===== src/rtl/conv_rd_bridge.sv =====
// Read bridge: one tagged AR burst per addr_en, matching R beats buffered in a show-ahead FIFO.
// AR valid 1 cycle after addr_en, beat at data_out 1 cycle after accept; rready drops on full FIFO or foreign ID.

module conv_rd_fifo #(
  parameter int W     = 32,
  parameter int DEPTH = 8
) (
  input  logic                     clk,
  input  logic                     rst,
  input  logic                     i_push_vld,
  input  logic [W-1:0]             i_push_dat,
  input  logic                     i_pop,
  output logic [W-1:0]             o_head_dat,
  output logic [$clog2(DEPTH):0]   o_count
);
  localparam int AW = $clog2(DEPTH);

  logic [W-1:0]  r_mem [DEPTH];
  logic [AW-1:0] r_wr_ptr;
  logic [AW-1:0] r_rd_ptr;
  logic [AW:0]   r_count;
  logic          w_pop;

  assign w_pop      = i_pop && (r_count != '0);
  assign o_head_dat = r_mem[r_rd_ptr];
  assign o_count    = r_count;

  always_ff @(posedge clk) begin
    if (rst) begin
      r_wr_ptr <= '0;
      r_rd_ptr <= '0;
      r_count  <= '0;
    end else begin
      if (i_push_vld) r_wr_ptr <= r_wr_ptr + AW'(1);
      if (w_pop)      r_rd_ptr <= r_rd_ptr + AW'(1);
      case ({i_push_vld, w_pop})
        2'b10:   r_count <= r_count + (AW+1)'(1);
        2'b01:   r_count <= r_count - (AW+1)'(1);
        default: r_count <= r_count;
      endcase
    end
  end

  // Storage is not reset; the count alone defines what is valid.
  always_ff @(posedge clk) begin
    if (i_push_vld) r_mem[r_wr_ptr] <= i_push_dat;
  end
endmodule

module conv_rd_bridge #(
  parameter int         width = 32,
  parameter int         DEPTH = 8,
  parameter logic [3:0] RD_ID = 4'h1
) (
  input  logic             clk,
  input  logic             rst,
  input  logic [27:0]      addr,
  input  logic [5:0]       addr_bias,
  input  logic [3:0]       len,
  input  logic             addr_en,
  output logic             addr_rq,
  output logic [27:0]      araddr,
  output logic             aruser_ap,
  output logic [3:0]       aruser_id,
  output logic [3:0]       arlen,
  output logic             arvalid,
  input  logic             arready,
  input  logic [width-1:0] rdata,
  input  logic             rvalid,
  input  logic [3:0]       ruser_id,
  input  logic             ruser_last,
  output logic             rready,
  output logic [width-1:0] data_out,
  output logic             data_valid,
  input  logic             data_ready,
  output logic             burst_done,
  output logic             err
);
  localparam int CW = $clog2(DEPTH) + 1;

  typedef enum logic [1:0] {IDLE, REQ, DATA} state_t;

  state_t        r_state;
  state_t        w_state_nxt;
  logic [3:0]    r_beat_cnt;
  logic [3:0]    r_burst_len;
  logic [3:0]    w_len_eff;
  logic [CW-1:0] w_fifo_count;
  logic          w_accept;
  logic          w_cnt_hit;
  logic          w_complete;

  assign w_len_eff  = (len == 4'd0) ? 4'd1 : len;
  assign rready     = (r_state == DATA) && (w_fifo_count < CW'(DEPTH)) && (ruser_id == RD_ID);
  assign w_accept   = rvalid && rready;
  assign w_cnt_hit  = (({1'b0, r_beat_cnt} + 5'd1) == {1'b0, r_burst_len});
  assign w_complete = w_accept && (w_cnt_hit || ruser_last);
  assign data_valid = (w_fifo_count != '0);

  always_comb begin
    w_state_nxt = r_state;
    unique case (r_state)
      IDLE:    if (addr_en)    w_state_nxt = REQ;
      REQ:     if (arready)    w_state_nxt = DATA;
      DATA:    if (w_complete) w_state_nxt = IDLE;
      default:                 w_state_nxt = IDLE;
    endcase
  end

  always_ff @(posedge clk) begin
    if (rst) begin
      r_state     <= IDLE;
      r_beat_cnt  <= '0;
      r_burst_len <= '0;
      addr_rq     <= 1'b0;
      araddr      <= '0;
      aruser_ap   <= 1'b0;
      aruser_id   <= '0;
      arlen       <= '0;
      arvalid     <= 1'b0;
      burst_done  <= 1'b0;
      err         <= 1'b0;
    end else begin
      r_state    <= w_state_nxt;
      addr_rq    <= (w_state_nxt == IDLE);
      burst_done <= w_complete;
      // Completion by count and by last must agree, otherwise flag it until reset.
      if (w_complete && (w_cnt_hit != ruser_last)) err <= 1'b1;
      if (r_state == IDLE && addr_en) begin
        araddr      <= addr + {22'b0, addr_bias};
        arlen       <= w_len_eff;
        r_burst_len <= w_len_eff;
        r_beat_cnt  <= '0;
        arvalid     <= 1'b1;
        aruser_ap   <= 1'b1;
        aruser_id   <= RD_ID;
      end else if (r_state == REQ && arready) begin
        araddr    <= '0;
        arlen     <= '0;
        arvalid   <= 1'b0;
        aruser_ap <= 1'b0;
        aruser_id <= '0;
      end
      if (w_accept) r_beat_cnt <= r_beat_cnt + 4'd1;
    end
  end

  conv_rd_fifo #(
    .W     (width),
    .DEPTH (DEPTH)
  ) u_fifo (
    .clk        (clk),
    .rst        (rst),
    .i_push_vld (w_accept),
    .i_push_dat (rdata),
    .i_pop      (data_ready),
    .o_head_dat (data_out),
    .o_count    (w_fifo_count)
  );
endmodule

===== config.mk =====
export PLATFORM = sky130hd
export DESIGN_NAME = conv_rd_bridge
export DESIGN_NICKNAME = d
export VERILOG_FILES = /design/src/rtl/conv_rd_bridge.sv
export SDC_FILE = /design/constraint.sdc
export NUM_CORES = 1
export LEC_CHECK = 0
export CORE_MARGIN = 4
export CORE_UTILIZATION = 53
export CTS_BUF_LIST = sky130_fd_sc_hd__clkbuf_4
export DETAILED_ROUTE_END_ITERATION = 12
export PLACE_DENSITY_LB_ADDON = 0.15
export SLEW_MARGIN = 20
export SYNTH_ARGS = -nofsm -noshare
export SYNTH_HDL_FRONTEND = slang
export SYNTH_SLANG_ARGS = --single-unit

===== constraint.sdc =====
create_clock -name clk -period 6.9 [get_ports clk]
set_input_delay 1.38 -clock clk [delete_from_list [all_inputs] [get_ports clk]]
set_output_delay 1.38 -clock clk [all_outputs]
set_load 0.02 [all_outputs]

== After elaboration in Yosys (flattened, before gate mapping) ==
Memory sizes are Yosys's and may differ from the RTL's. A register that Yosys moved wholly into a read port is not among the register bits.
Cells that the tools add are included.
Word-level totals
  register bits: 57
  RAM bits: 256
  bits of input ports: 81
  output and inout port bits: 75
  word-level logic and storage cells: 65
  memories: 1
Memories
  u_fifo.r_mem: depth 8, bits a word 32, read ports 1, clocked after Yosys merged registers in 1, wr ports 1, RTL line 18  | logic [W-1:0] r_mem [DEPTH];
Operators by class
  add/sub/neg operators: 7
  $lt $le $gt $ge: 1
  equality and inequality tests: 7
  muxes and demuxes: 20
  reductions and logical operators: 16
Operators by type and width (number)
  28-bit two-way mux: 2
  28-bit by 6-bit adder with 28-bit output: 1
  4-bit two-way mux: 5
  4-bit by 1-bit adder with 4-bit output (second input constant): 2
  1-bit logical AND: 8
  4-bit case mux with 2 select lines: 1
  3-bit by 1-bit adder with 3-bit output (second input constant): 2
  1-bit two-way mux: 6
  2-bit two-way mux: 3
  3-bit two-way mux: 2
  2-bit case mux with 3 select lines: 1
  2-bit nonzero test: 3
  4-bit by 1-bit adder with 5-bit output (second input constant): 1
  5-bit by 4-bit == test with 1-bit output: 1
  2-bit by 1-bit == test with 1-bit output (second input constant): 2
  2-bit == test (second input constant): 2
  4-bit by 1-bit == test with 1-bit output (second input constant): 1
  2-bit logical NOT: 2
  4-bit logical NOT: 1
  4-bit < comparator (second input constant): 1
  4-bit nonzero test: 1
  4-bit by 1-bit subtractor with 4-bit output (second input constant): 1
  1-bit logical OR: 1
  1-bit != test: 1

== Depth between registers and ports, before layout ==
  depth after elaboration: 8
  mapped depth: 12
  depth with buffers taken out: 10

== Modules after synthesis ==
A second synthesis with hierarchy kept.
Unflattened totals
  cell total of the unflattened synthesis: 732
  area total of the unflattened synthesis: 12823.5 um^2
By module, submodules not included
  conv_rd_fifo: instances 1, cells an instance 440, area each 10393.7 um^2, seq. area each 7947.6 um^2
  conv_rd_bridge: instances 1, cells an instance 292, area each 2429.8 um^2, seq. area each 920.9 um^2

== Worst setup path after synthesis ==
OpenSTA, ideal clock, no wires.
  kind: in2reg
  start point: input port ruser_id[3]
  end point: memory u_fifo.r_mem[1][0] (enable)
  library setup time: 0.513 ns
  arrival: 5.548 ns
  slack: 0.839 ns
  cell stages on the path: 6
  path buffers: 2
  cell sequence: nor4b_2 -> and3_1 -> buf_4 -> inv_1 -> buf_4 -> nor4b_1
On the way
  word-level cells in the longest chain between the ends: 5
Ends and longest elaborated chain
  start, declared: RTL line 70  | input logic [3:0] ruser_id,
  4-bit by 1-bit == test with 1-bit output: RTL line 94  | assign rready = (r_state == DATA) && (w_fifo_count < CW'(DEPTH)) && (ruser_id == RD_ID);
  1-bit logical AND: RTL line 94
  1-bit logical AND: RTL line 95  | assign w_accept = rvalid && rready;
  1-bit two-way mux: RTL line 46  | if (i_push_vld) r_mem[r_wr_ptr] <= i_push_dat;
  1-bit two-way mux (implied by the code): RTL line 46
  end, declared: RTL line 18
No other way between the ends.

==> flow_metrics.tcl <==
set metrics [dict create \
    outcome "finished clean" \
    die-area_sq_mm 0.0263 \
    yosys.area_share.xor_xnor 0.0243 \
    rsz0062_at_grt "no" \
    syn2layout_area_growth_pct 23.4 \
    synth_area_per_cell_sq_um 17.3 \
    critPathTopFamily "buffers and inverters" \
    timing.slew.headroom 0.289 \
    drt_iter0_drc 445 \
    endpoint "data_out[0]" \
    rr_worst_depth 5 \
    yosys.area_share.simple 0.0550 \
    pwr-share-clk 0.402 \
    critPathArrivalTime_ns 3.38 \
    finalCriticalPeriod_ns 4.76 \
    p_seq_frac 0.543 \
    synth_top_family_by_area "multiplexers" \
    hold_depth 2 \
    cpMaxStageDelayCell "dfxtp_2" \
    path_buf_inv 2 \
    finalSetupTns_ns 0 \
    synth.area.top_cells "edfxtp_1 61%, mux4_2 11%, dfxtp_1 9.4%" \
    p_comb_frac 0.055 \
    drive_gt1_frac 0.248 \
    synthCells 727 \
    start_util 0.538 \
    worst-path-stages 4 \
    clock.fmax_mhz 210 \
    setup_viol 0 \
    synth-seq-area-share 0.704 \
    cap_viol_max_count 0 \
    synth_edf_count 256 \
    rows 56 \
    synthMuxAreaShare 0.143 \
    grt_first_pass_wirelength_um 41200 \
    drt-total-wl_um 25400 \
    die_width_um 162 \
    clock-sinks 315 \
    n_fill_cell 1662 \
    place_congestion 0.875 \
    clock_path_buffers 3 \
    yosysTopAreaCell "edfxtp_1" \
    synthesis.area_sq_mm 0.0126 \
    antenna_found_initial 2 \
    cpPeakStageDelay_ns 0.85 \
    cts_root_buf "clkbuf_4" \
    drc 0 \
    cts_hold_buf 0 \
    synth_warnings 0 \
    crit_fanout 34 \
    synthTopCellsByCount "256 x edfxtp_1, 64 x mux4_2, 59 x dfxtp_1, 48 x nand2_1, 32 x mux2_2" \
    power_leakage_uw 0.00506 \
    internal_power_uw 2990 \
    tightest_slew_ns 1.06 \
    vias_per_cell 5.44 \
    fin_nets 1034 \
    post-route-period-util 0.690 \
    ys_types 50 \
    crit_chain "buf_4, mux4_2, mux2_2, clkdlybuf4s50_1" \
    grt_max_degree 52 \
    r2r_slack_ns 3.72 \
    yosysMostFrequentCell "edfxtp_1" \
    dp_hpwl_um 15500 \
    fin_skew_ns 0.0409 \
    cts_buffers 77 \
    critical_path_class "flop to primary output" \
    io_buffers 152 \
    cts_tree "done" \
    ir_drop_mv 0.110 \
    grt.total_usage 0.200 \
    post_cts_buffers 0 \
    ys_ff_latch 315 \
    netSwitchingFraction 0.220 \
    synth-compound-area-share 0.0395 \
    cts_resized 0 \
    die_y_um 162 \
    required_ns 5.52 \
    critPathLaunchType "flop" \
    hp-class "flop to flop" \
    coreArea_sq_mm 0.0234 \
    r2r-start "r_state[0]$_SDFF_PP0_" \
    io_pins 156 \
    clk_latency_ns 0.68 \
    hold_viol 0 \
    first_pass_iters 4 \
    p_per_area_mw_per_mm2 247 \
    final_util 0.664 \
    finalPower_uw 3830 \
    async_reset_ff_frac 0 \
    routedWlPerCell_um 19.3 \
    h-tree-depth 3 \
    hold_ws_ns 0.458 \
    ant_nets 0 \
    grt_pass1_vias 7811 \
    vias 7192 \
    reg2reg_to "u_fifo.r_mem[3][2]$_DFFE_PP_" \
    power.switching_uw 843 \
    yosysTopAreaCellShare 0.610 \
    path_clk_slew_ns 0.07 \
    maxSlewViolCount 0 \
    endpoint_kind "primary output" \
    grt_overflow 0 \
    synth_fa_ha_area_frac 0.0161 \
    synthFlopType "edfxtp_1" \
]
layout make-up:
class / count / area, sq um / area share
sequential: 315 / 8870 / 0.571
multi-input combinational: 369 / 3570 / 0.229
timing repair buffer: 168 / 1650 / 0.106
clock buffer: 110 / 826 / 0.0531
tap: 319 / 399 / 0.0257
clock inverter: 32 / 195 / 0.0126
inverter: 7 / 26.3 / 0.00169
antenna: 1 / 2.50 / 0.000161
state kept, by name, summed over array words and instances (netlist names), named ones only:
name,count
u_fifo.o_count,4
r_state,2
addr_rq,1
r_burst_len,4
arlen,4
araddr,28
u_fifo.r_mem,256
arvalid,1
u_fifo.r_rd_ptr,3
burst_done,1
err,1
u_fifo.r_wr_ptr,3
r_beat_cnt,4
stage by stage:
step	cell area [sq um]	instances	worst slack, ns
2_1_floorplan	12600	729	0.839
3_3_place_gp	14500	1177	2.49
6_report	15500	1321	2.14
4_1_cts	15500	1319	1.84
5_1_grt	15500	1321	1.90
3_5_place_dp	14500	1177	2.29
cells by family after synthesis:
family	after synthesis
adder cells (fa/ha/maj)	15
multiplexers	96
buffers and inverters	45
XOR/XNOR	35
AND/OR/NAND/NOR	139
AO/OA/AOI/OAI	81
flip-flops	315
other	1
cells in the final DEF, fill, tap and decap left out, drive strengths merged, types with 2 or more instances in the layout:
master,Yosys,final
conb,1,3
a22oi,5,5
and2,3,3
a21o,5,5
nand3,10,10
a21oi,26,26
clkinvlp,0,3
clkdlybuf4s50,0,152
clkbuf,16,110
a21boi,2,2
nor3b,5,5
and3,3,3
nand2,48,48
fa,2,2
edfxtp,256,256
mux4,64,64
dfxtp,59,59
bufinv,0,2
or4,3,3
o21ai,30,30
o2111ai,5,5
clkinv,0,27
xor2,18,18
nor4b,3,3
mux2,32,32
nor3,8,8
buf,22,16
o211ai,3,3
nor4,2,2
inv,7,7
nand4,6,6
or3,6,6
ha,13,13
nand3b,2,2
nand2b,4,4
and4,4,4
nor2,31,31
xnor2,17,17
worst min path at each step:
| stage | to | startpoint | slack, ns |
|---|---|---|---|
| 2_1_floorplan | r_burst_len[3]$_SDFFE_PP0P_ | r_burst_len[3]$_SDFFE_PP0P_ | 0.45 |
| 5_1_grt | arlen[3]$_SDFFE_PP0P_ | arlen[3]$_SDFFE_PP0P_ | 0.49 |
| 6_report | araddr[26]$_SDFFE_PP0P_ | araddr[26]$_SDFFE_PP0P_ | 0.46 |
| 3_5_place_dp | araddr[26]$_SDFFE_PP0P_ | araddr[26]$_SDFFE_PP0P_ | 0.44 |
| 4_1_cts | araddr[26]$_SDFFE_PP0P_ | araddr[26]$_SDFFE_PP0P_ | 0.45 |
| 3_3_place_gp | araddr[16]$_SDFFE_PP0P_ | araddr[16]$_SDFFE_PP0P_ | 0.44 |
metal layers:
metal	wire (um)	track usage
met1	10700	0.268
met2	12300	0.319
met3	2030	0.0606
met4	378	0.0654
met5	12	0
tightest hold or removal path: cells and delay by family (launching register included):
kind             cells  cell delay (ns)
AO/OA/AOI/OAI        1             0.05
flip-flops           1             0.31
AND/OR/NAND/NOR      1             0.05
power groups by stage:
stage	combinational [uW]	clock [uW]	sequential (uW)
detailed placement	210	0	2120
floorplan	73.9	0	2140
global placement	205	0	2120
global route	230	1710	2080
CTS	211	1600	2080
finish	211	1540	2080
Note: power is estimated with default switching activity, not from simulation.
